<file path="config.mk">
export PLATFORM = sky130hd
export DESIGN_NAME = blake2b_block_packer_flat
export DESIGN_NICKNAME = d
export VERILOG_FILES = /design/src/rtl/blake2b_block_packer_if.sv /design/src/rtl/blake2b_block_packer.sv /design/src/flat_wrapper.sv
export SDC_FILE = /design/constraint.sdc
export NUM_CORES = 2
export LEC_CHECK = 0
export CORE_AREA = 5 5 446 448
export DETAILED_ROUTE_END_ITERATION = 10
export DIE_AREA = 0 0 451 453
export PLACE_DENSITY = 0.75
export REMOVE_ABC_BUFFERS = 1
export SLEW_MARGIN = 20
export SYNTH_ARGS = -nofsm -noshare
export SYNTH_HDL_FRONTEND = slang
export SYNTH_SLANG_ARGS = --single-unit
export TNS_END_PERCENT = 100
</file>
<file path="constraint.sdc">
create_clock -name clk -period 11.3 [get_ports clk]
set_input_delay 1.695 -clock clk [delete_from_list [all_inputs] [get_ports clk]]
set_output_delay 1.695 -clock clk [all_outputs]
set_load 0.005 [all_outputs]
</file>
<file path="src/rtl/blake2b_block_packer_if.sv">
`default_nettype none
// +----------------------------------------------------------------------------+
// | Interface : blake2b_block_packer_if                                        |
// | Purpose   : Groups the byte-stream handshake and the BLAKE2b-512 core      |
// |             command bus used by blake2b_block_packer.                      |
// | Signals   : s_data/s_valid/s_last/s_empty/s_ready - message byte stream    |
// |             init_512/next_512/final_512/block/length_512/ready_512 - core  |
// |             msg_sent - pulse when the final command of a message issues    |
// | Modports  : slave  - the packer (consumes stream, drives core commands)    |
// |             master - the environment (drives stream, models the core)      |
// | Note      : the core's "final" flag is carried as final_512 because        |
// |             "final" is a reserved word in SystemVerilog.                   |
// | Revision  : 1.0 - initial release                                          |
// +----------------------------------------------------------------------------+
interface blake2b_block_packer_if #(
  parameter int LEN_W = 128
);
  logic [7:0]       s_data;
  logic             s_valid;
  logic             s_last;
  logic             s_empty;
  logic             s_ready;
  logic             init_512;
  logic             next_512;
  logic             final_512;
  logic [1023:0]    block;
  logic [LEN_W-1:0] length_512;
  logic             ready_512;
  logic             msg_sent;

  modport slave (
    input  s_data, s_valid, s_last, s_empty, ready_512,
    output s_ready, init_512, next_512, final_512, block, length_512, msg_sent
  );

  modport master (
    output s_data, s_valid, s_last, s_empty, ready_512,
    input  s_ready, init_512, next_512, final_512, block, length_512, msg_sent
  );
endinterface
`default_nettype wire

</file>
<file path="src/rtl/blake2b_block_packer.sv">
`default_nettype none
// +----------------------------------------------------------------------------+
// | Module    : blake2b_block_packer                                           |
// | Purpose   : Packs a valid/ready byte stream into 128-byte BLAKE2b blocks   |
// |             and drives the BLAKE2b-512 core command interface. A fill      |
// |             buffer and an output buffer let the next block fill while the  |
// |             core works on the current one.                                 |
// | Ports     : clk      - clock, rising edge                                  |
// |             reset_n  - asynchronous active-low reset                       |
// |             bus      - blake2b_block_packer_if.slave (stream + core bus)   |
// | Params    : LEN_W    - width of byte counter and length_512                |
// | Macro     : BLAKE2B_PACKER_LE_EN - defined: byte i at block[8*i+:8]        |
// |             (little-endian); undefined: byte i at block[1023-8*i-:8].      |
// | Revision  : 1.0 - initial release                                          |
// +----------------------------------------------------------------------------+
module blake2b_block_packer #(
  parameter int LEN_W = 128
) (
  input  wire logic             clk,
  input  wire logic             reset_n,
  blake2b_block_packer_if.slave bus
);

  typedef enum logic [1:0] {
    ST_IDLE  = 2'd0,
    ST_PEND  = 2'd1,
    ST_GUARD = 2'd2,
    ST_BUSY  = 2'd3
  } state_t;

  state_t           r_state;
  state_t           w_state_nxt;

  logic [7:0]       r_fcnt;      // fill write index, 0..128
  logic [1023:0]    r_fill;
  logic [LEN_W-1:0] r_bcnt;
  logic             r_lock;      // last byte taken, final command not yet issued
  logic             r_first;
  logic             r_fin_pend;  // fill holds a complete final block awaiting output side
  logic             r_final;
  logic [1023:0]    r_block;
  logic [LEN_W-1:0] r_length;

  // Bit offset of byte slot idx inside a block.
  function automatic logic [9:0] byte_lsb(input logic [6:0] idx);
`ifdef BLAKE2B_PACKER_LE_EN
    byte_lsb = {idx, 3'b000};
`else
    byte_lsb = 10'd1016 - {idx, 3'b000};
`endif
  endfunction

  logic             w_full;
  logic             w_out_free;
  logic             w_s_ready;
  logic             w_acc;
  logic             w_byte;
  logic             w_full_xfer;
  logic             w_last_xfer;
  logic             w_pend_xfer;
  logic             w_xfer;
  logic             w_issue;
  logic [LEN_W-1:0] w_bcnt_inc;
  logic [1023:0]    w_fill_ins;
  logic [1023:0]    w_fill_b;

  assign w_full      = r_fcnt[7];
  // Output side can take a block now: idle, or finishing BUSY this very cycle.
  assign w_out_free  = (r_state == ST_IDLE) | ((r_state == ST_BUSY) & bus.ready_512);
  assign w_s_ready   = ~r_lock & (~w_full | w_out_free);
  assign w_acc       = bus.s_valid & w_s_ready;
  // An empty-message marker carries no data byte.
  assign w_byte      = w_acc & ~(bus.s_last & bus.s_empty);
  // FULL block leaves as non-final once the next byte proves more data follows.
  assign w_full_xfer = w_acc & w_full;
  assign w_last_xfer = w_acc & ~w_full & bus.s_last & w_out_free;
  assign w_pend_xfer = r_fin_pend & w_out_free;
  assign w_xfer      = w_full_xfer | w_last_xfer | w_pend_xfer;
  assign w_issue     = (r_state == ST_PEND) & bus.ready_512;
  assign w_bcnt_inc  = r_bcnt + {{(LEN_W-1){1'b0}}, w_byte};

  // Fill contents with the current byte merged at fcnt, and a fresh fill
  // holding only the current byte at slot 0 (used when a FULL block leaves).
  always_comb begin
    w_fill_ins = r_fill;
    w_fill_b   = '0;
    if (w_byte && !w_full) begin
      w_fill_ins[byte_lsb(r_fcnt[6:0]) +: 8] = bus.s_data;
    end
    if (w_byte) begin
      w_fill_b[byte_lsb(7'd0) +: 8] = bus.s_data;
    end
  end

  always_ff @(posedge clk or negedge reset_n) begin
    if (!reset_n) begin
      r_fcnt     <= '0;
      r_fill     <= '0;
      r_bcnt     <= '0;
      r_lock     <= 1'b0;
      r_first    <= 1'b1;
      r_fin_pend <= 1'b0;
      r_final    <= 1'b0;
      r_block    <= '0;
      r_length   <= '0;
    end else begin
      if (w_xfer) begin
        r_block  <= w_full_xfer ? r_fill : w_fill_ins;
        r_length <= w_full_xfer ? r_bcnt : w_bcnt_inc;
        r_final  <= ~w_full_xfer;
      end

      if (w_full_xfer) begin
        r_fill     <= w_fill_b;
        r_fcnt     <= {7'd0, w_byte};
        r_bcnt     <= w_bcnt_inc;
        r_fin_pend <= bus.s_last;
      end else if (w_xfer) begin
        // Final block left: fill restarts zeroed for the next message.
        r_fill     <= '0;
        r_fcnt     <= '0;
        r_bcnt     <= '0;
        r_fin_pend <= 1'b0;
      end else if (w_acc) begin
        r_fill <= w_fill_ins;
        r_fcnt <= r_fcnt + {7'd0, w_byte};
        r_bcnt <= w_bcnt_inc;
        if (bus.s_last) begin
          r_fin_pend <= 1'b1;
        end
      end

      if (w_acc && bus.s_last) begin
        r_lock <= 1'b1;
      end else if (w_issue && r_final) begin
        r_lock <= 1'b0;
      end

      if (w_issue) begin
        r_first <= r_final;
      end
    end
  end

  always_ff @(posedge clk or negedge reset_n) begin
    if (!reset_n) begin
      r_state <= ST_IDLE;
    end else begin
      r_state <= w_state_nxt;
    end
  end

  always_comb begin
    w_state_nxt = r_state;
    case (r_state)
      ST_IDLE:  if (w_xfer) w_state_nxt = ST_PEND;
      ST_PEND:  if (bus.ready_512) w_state_nxt = ST_GUARD;
      // The core drops ready one cycle after sampling a command.
      ST_GUARD: w_state_nxt = ST_BUSY;
      ST_BUSY:  if (bus.ready_512) w_state_nxt = w_xfer ? ST_PEND : ST_IDLE;
      default:  w_state_nxt = ST_IDLE;
    endcase
  end

  assign bus.s_ready    = w_s_ready;
  assign bus.init_512   = w_issue & r_first;
  assign bus.next_512   = w_issue & ~r_first;
  assign bus.final_512  = (r_state == ST_PEND) & r_final;
  assign bus.block      = r_block;
  assign bus.length_512 = r_length;
  assign bus.msg_sent   = w_issue & r_final;

endmodule
`default_nettype wire
</file>
<file path="src/flat_wrapper.sv">
// flat-port wrapper written by rule: the top's interface ports become plain ports
module blake2b_block_packer_flat 
#(
  parameter int LEN_W = 128
)
  (clk, reset_n, bus_s_data, bus_s_valid, bus_s_last, bus_s_empty, bus_ready_512, bus_s_ready, bus_init_512, bus_next_512, bus_final_512, bus_block, bus_length_512, bus_msg_sent);
  blake2b_block_packer_if #(.LEN_W(LEN_W)) bus_i ();
  input  wire logic clk;
  input  wire logic reset_n;
  input wire logic [$bits(bus_i.s_data)-1:0] bus_s_data;
  input wire logic [$bits(bus_i.s_valid)-1:0] bus_s_valid;
  input wire logic [$bits(bus_i.s_last)-1:0] bus_s_last;
  input wire logic [$bits(bus_i.s_empty)-1:0] bus_s_empty;
  input wire logic [$bits(bus_i.ready_512)-1:0] bus_ready_512;
  output wire logic [$bits(bus_i.s_ready)-1:0] bus_s_ready;
  output wire logic [$bits(bus_i.init_512)-1:0] bus_init_512;
  output wire logic [$bits(bus_i.next_512)-1:0] bus_next_512;
  output wire logic [$bits(bus_i.final_512)-1:0] bus_final_512;
  output wire logic [$bits(bus_i.block)-1:0] bus_block;
  output wire logic [$bits(bus_i.length_512)-1:0] bus_length_512;
  output wire logic [$bits(bus_i.msg_sent)-1:0] bus_msg_sent;
  assign bus_i.s_data = bus_s_data;
  assign bus_i.s_valid = bus_s_valid;
  assign bus_i.s_last = bus_s_last;
  assign bus_i.s_empty = bus_s_empty;
  assign bus_i.ready_512 = bus_ready_512;
  assign bus_s_ready = bus_i.s_ready;
  assign bus_init_512 = bus_i.init_512;
  assign bus_next_512 = bus_i.next_512;
  assign bus_final_512 = bus_i.final_512;
  assign bus_block = bus_i.block;
  assign bus_length_512 = bus_i.length_512;
  assign bus_msg_sent = bus_i.msg_sent;
  blake2b_block_packer #(.LEN_W(LEN_W)) u_core (.clk(clk), .reset_n(reset_n), .bus(bus_i));
endmodule
</file>
; After elaboration in Yosys (flattened, before gate mapping)
; Cells that the tools add are included.
[totals]
register_bits = 2318
[op_classes]
addsub = 4
n_eq_ne = 6
n_shift = 2
mux = 25
bitwise_logic = 24
reduce_logical = 10
[ops]
columns = operator, n
row1 = $mux W1024, 5
row2 = $bwmux W1024, 1
row3 = $shift A8 B12 Y1024 const A, 1
row4 = $shiftx A8 B12 Y1024, 1
row5 = $mux W128, 4
row6 = $add A128 B1 Y128, 1
row7 = $mux W8, 4
row8 = $and A1 B1 Y1, 15
row9 = $neg A10 Y12, 1
row10 = $sub A10 B10 Y10 const A, 1
row11 = $add A8 B1 Y8, 1
row12 = $pmux W2 S4, 1
row13 = $mux W1, 7
row14 = $mux W2, 3
row15 = $reduce_bool A3 Y1, 2
row16 = $not A1 Y1, 5
row17 = $eq A2 B2 Y1 const B, 2
row18 = $ne A2 B2 Y1 const B, 2
row19 = $or A1 B1 Y1, 4
row20 = $logic_and A1 B1 Y1, 3
row21 = $reduce_and A3 Y1, 1
row22 = $eq A2 B1 Y1 const B, 1
row23 = $logic_not A2 Y1, 1
row24 = $ne A2 B1 Y1 const B, 1
row25 = 3 further kinds, 3

; Logic depth before layout (Yosys ltp)
[depth]
ltp_word = 14
ltp_mapped = 16
mapped_depth_nobuf = 13

; Least setup slack after synthesis
; Ideal clock, no wire load.
[synth_path]
path_type = input port to flip-flop
from = input port bus_ready_512
to = register u_core.r_bcnt[106]
setup_ps = 69
t_arrival_ps = 4609
required_time_ps = 11231
slack_ps = 6622
stages = 13
path_buffers = 2
cell_sequence = a21oi_1 a21oi_1 and2_1 ha_1 ha_1 and4_1 nand2_1 or4_1 buf_2 or4_1 buf_2 or4_1 nand3_1
[synth_via]
elab_chain_len = 12
[synth_rtl]
columns = item, line_no
row1 = start: declaration, flat_wrapper.sv:14  ; input wire logic [$bits(bus_i.ready_512)-1:0] bus_ready_512;
row2 = $and A1 B1 Y1 (*), blake2b_block_packer.sv:69  ; assign w_out_free = (r_state == ST_IDLE) | ((r_state == ST_BUSY) & bus.ready_512);
row3 = $or A1 B1 Y1 (*), blake2b_block_packer.sv:69
row4 = branches (longest 10 deep; another with $add A128 B1 Y128), n/a
row5 = end signal: assignment, blake2b_block_packer.sv:116  ; r_bcnt <= w_bcnt_inc;
row6 = end signal: assignment, blake2b_block_packer.sv:127  ; r_bcnt <= w_bcnt_inc;
row7 = end: declaration, blake2b_block_packer.sv:36  ; logic [LEN_W-1:0] r_bcnt;
; Every way passes the cells marked *. The select of a mux whose other input is x is not followed.
; A chain may end at the register's enable or synchronous reset.

; Final worst setup path
[layout_path]
from = input port bus_ready_512
to = register u_core.r_bcnt[88]
; The elaborated chain is that of the path after synthesis.

==> flow_metrics.env <==
export IMPL_fin_crit_sh=0.5275
export IMPL_ff2ff_setup_slack_ns=5.54
export IMPL_hp_class="reg2reg"
export IMPL_die_h_um=453
export IMPL_ys_types=79
export IMPL_max_slew_margin=0.1948
export IMPL_synth_area_mm2=0.1003
export IMPL_cts_buffers=231
export IMPL_cp_data_arrival_time_ns=6.75
export IMPL_slew_violations=0
export IMPL_tns_ns=0
export IMPL_maxCapViolations=0
export IMPL_antenna_found_initial=14
export IMPL_finish_utilization=0.6286
export IMPL_clk_path_buf_depth=3
export IMPL_ys_top_cells_by_area="dfrtp_1 58%, a22o_1 8.9%, mux2i_1 8.9%, o21ai_0 5.4%, nand2_1 4.8%"
export IMPL_hp_start="u_core.r_fill[864]"
export IMPL_grt_start_max_net_pins=249
export IMPL_clkTransAtPathRegs_ns=0.06
export IMPL_cts_setup_buffers=0
export IMPL_finalWirelength_um=388000
export IMPL_htree_levels=4
export IMPL_hpwl_um=269900
export IMPL_finalNetCount=10140
export IMPL_rsz0062_at_grt="no"
export IMPL_yosysSeqAreaShare=0.5784
export IMPL_dp_cells=12420
export IMPL_pwr_share_comb=0.189
export IMPL_max_freq_mhz=167.8
export IMPL_ir_worst_vdd_mv=0.1667
export IMPL_final_common_cell="dfrtp_1"
export IMPL_pwr_share_clk=0.387
export IMPL_p_leak_uw=0.05713
export IMPL_switchingPower_uw=6733
export IMPL_core_area_mm2=0.1942
export IMPL_async_flop_share=1.000
export IMPL_drtIter0Drc=10250
export IMPL_fin_crit_ns=5.961
export IMPL_wl_per_cell_um=30.17
export IMPL_grt_use_total=0.3699
export IMPL_ys_flop_type="dfrtp_1"
export IMPL_setup_viol=0
export IMPL_fin_ws_ns=5.339
export IMPL_dr_pass1_iters=8
export IMPL_rows=162
export IMPL_grt_pass1_vias=81370
export IMPL_num_vias=83450
export IMPL_power_density_mw_per_mm2=167.4
export IMPL_hold_violations=0
export IMPL_io_buffer_count=1170
export IMPL_total_power_uw=20430
export IMPL_met2_usage=0.5459
export IMPL_netlist_area_leader_share=0.5781
export IMPL_r2r_start="u_core.r_fcnt[0]"
export IMPL_mostFrequentLayoutCells="2,317 x dfrtp_1, 1,279 x nand2_1, 1,161 x clkdlybuf4s50_1"
export IMPL_startpoint_type="input pin"
export IMPL_worst_pin_slew_ns=1.197
export IMPL_cts_hold_buffers=0
export IMPL_swShare=0.3295
export IMPL_use_met3=0.09719
export IMPL_synth_edf_count=0
export IMPL_vias_per_cell=6.490
export IMPL_io_pins=1171
export IMPL_fp_dieW_um=451
export IMPL_gp_congestion=0.9393
export IMPL_n_fill_cell=15320
export IMPL_seqPwrFrac=0.424
export IMPL_critPathCaptureType="flop"
export IMPL_min_to="u_core.bus.block[864]"
export IMPL_startpoint="bus_ready_512"
export IMPL_yosysWarningCount=0
export IMPL_cts_tree="built"
export IMPL_drc=0
export IMPL_grt_busiest_layer="met2"
export IMPL_power_internal_uw=13700
export IMPL_final_antenna_net_count=0
export IMPL_initial_core_util=0.5165
export IMPL_grt_pass1_wl_um=563200
export IMPL_path_max_fanout=11
export IMPL_ys_seq_elements=2318
export IMPL_grt_overflow=0
export IMPL_cp_required_ns=12.09
export IMPL_clock_latency_ns=0.90
export IMPL_synth_top_cell_by_area="dfrtp_1"
export IMPL_area_growth_pct=21.70
export IMPL_hold_depth=1
export IMPL_post_cts_resized=0
export IMPL_postSynthAreaPerCell_um2=10.92
export IMPL_rr_worst_depth=8
export IMPL_clockRootBuffer="clkbuf_16"
export IMPL_worstSetupPathType="in2reg"
export IMPL_pre_cts_ws_ns=4.536
export IMPL_grtUsageMet1=0.4660
export IMPL_status="completed"
export IMPL_die_area_mm2=0.2043
export IMPL_finalNonFillerCells=12860
export IMPL_syn_inst=9188
export IMPL_fin_skew_ns=0.06020
export IMPL_reg2reg_to="u_core.bus.block[706]"
export IMPL_drive_above_1_share=0.05733
export IMPL_clkSinkCount=2318
==> cells in the mapped netlist (6+ instances only) <==
cell type and number:
xor2_1 22, inv_1 25, nor2_1 582, nor3_2 9, a31o_2 6, nor3_1 81, or4_1 44, dfrtp_1 2317
nand2_1 1284, xnor2_1 73, o21ai_0 1083, nand4_1 85, and3_1 27, o211ai_1 27, a21o_1 62, nand3b_1 6
and4_1 21, a41oi_1 13, o31ai_1 36, o21a_1 6, clkbuf_1 500, or2_2 7, nand2b_1 12, a221o_1 127
a21oi_1 108, nand3_1 211, or3_1 31, o311ai_0 6, buf_1 39, o21ai_1 17, a22o_1 1020, nor4_1 83
nor2_2 20, o41ai_1 9, mux2i_1 887, a31oi_1 136, and2_1 27, buf_2 44, ha_1 12
==> registers in the layout, summed over array words and instances, names as in the netlist <==
register and flops:
u_core.r_final 1, u_core.r_lock 1, u_core.r_state 2, u_core.bus.block 1024, u_core.r_bcnt 128, u_core.r_fill 1024
u_core.r_first 1, u_core.bus.length_512 128, u_core.r_fin_pend 1, u_core.r_fcnt 8
==> kinds of logic after synthesis <==
family | count (synthesis) | share of synthesized area
buf+inv | 615 | 0.02384
xor+xnor | 95 | 0.008296
compound gates | 2702 | 0.1873
mux | 888 | 0.08864
flops | 2318 | 0.5784
fa+ha+maj | 12 | 0.001497
simple gates | 2558 | 0.1121
==> per-stage QoR <==
stage                     hold WS [ns]  area [um2]
after detailed placement        0.4694      114100
after global routing            0.4971      122000
after CTS                       0.4809      121900
after floorplan                 0.4442       98000
after global placement          0.4528      114100
final                           0.4650      122100
==> power by group through the flow <==
stage               Combinational [uW]  Clock, uW  Sequential (uW)
detailed placement                3750          0             8810
global placement                  3680          0             8800
CTS                               3760       7970             8660
finish                            3860       7910             8660
floorplan                         1670          0             8740
global route                      4100       8320             8670
==> routing by layer <==
metal | part of all wire | vias up
met3 | 0.097 | 1154
met4 | 0.096 | 10
met1 | 0.37 | 42080
li1 | - | 35480
met2 | 0.44 | 4722
met5 | 0.00021 | -
==> area by class of cell <==
cell class                      count  area (um2)  share of cell area
Tap cell                         2542        3181             0.02606
Sequential cell                  2318       58010              0.4752
Clock buffer                      344        6745             0.05526
Antenna cell                        8       20.02           0.0001640
Timing Repair Buffer             1280       12760              0.1045
Inverter                           25       93.84           0.0007688
Multi-Input combinational cell   6255       40200              0.3293
Clock inverter                     86        1055            0.008641
==> worst max-delay path by stage <==
stage,endpoint,slack [ns],depth (start not counted)
after floorplan,u_core.bus.block[1016],-23.92,5
after global placement,u_core.bus.length_512[123],4.68,11
after detailed placement,u_core.bus.length_512[123],4.54,11
after CTS,u_core.bus.length_512[123],5.50,11
after global routing,u_core.r_bcnt[96],5.12,12
final,u_core.r_bcnt[88],5.34,12
==> critical path: stages <==
cell and delay (ns):
clkdlybuf4s50_1 0.70, a21oi_1 0.28, a21oi_1 0.66, and2_1 0.28, ha_1 0.20, ha_1 0.23
and4_1 0.34, nand2_1 0.30, nor4_1 0.98, nand2_1 0.50, o31a_1 0.42, o22a_1 0.15
No activity file was read; power rests on OpenSTA's default activity.
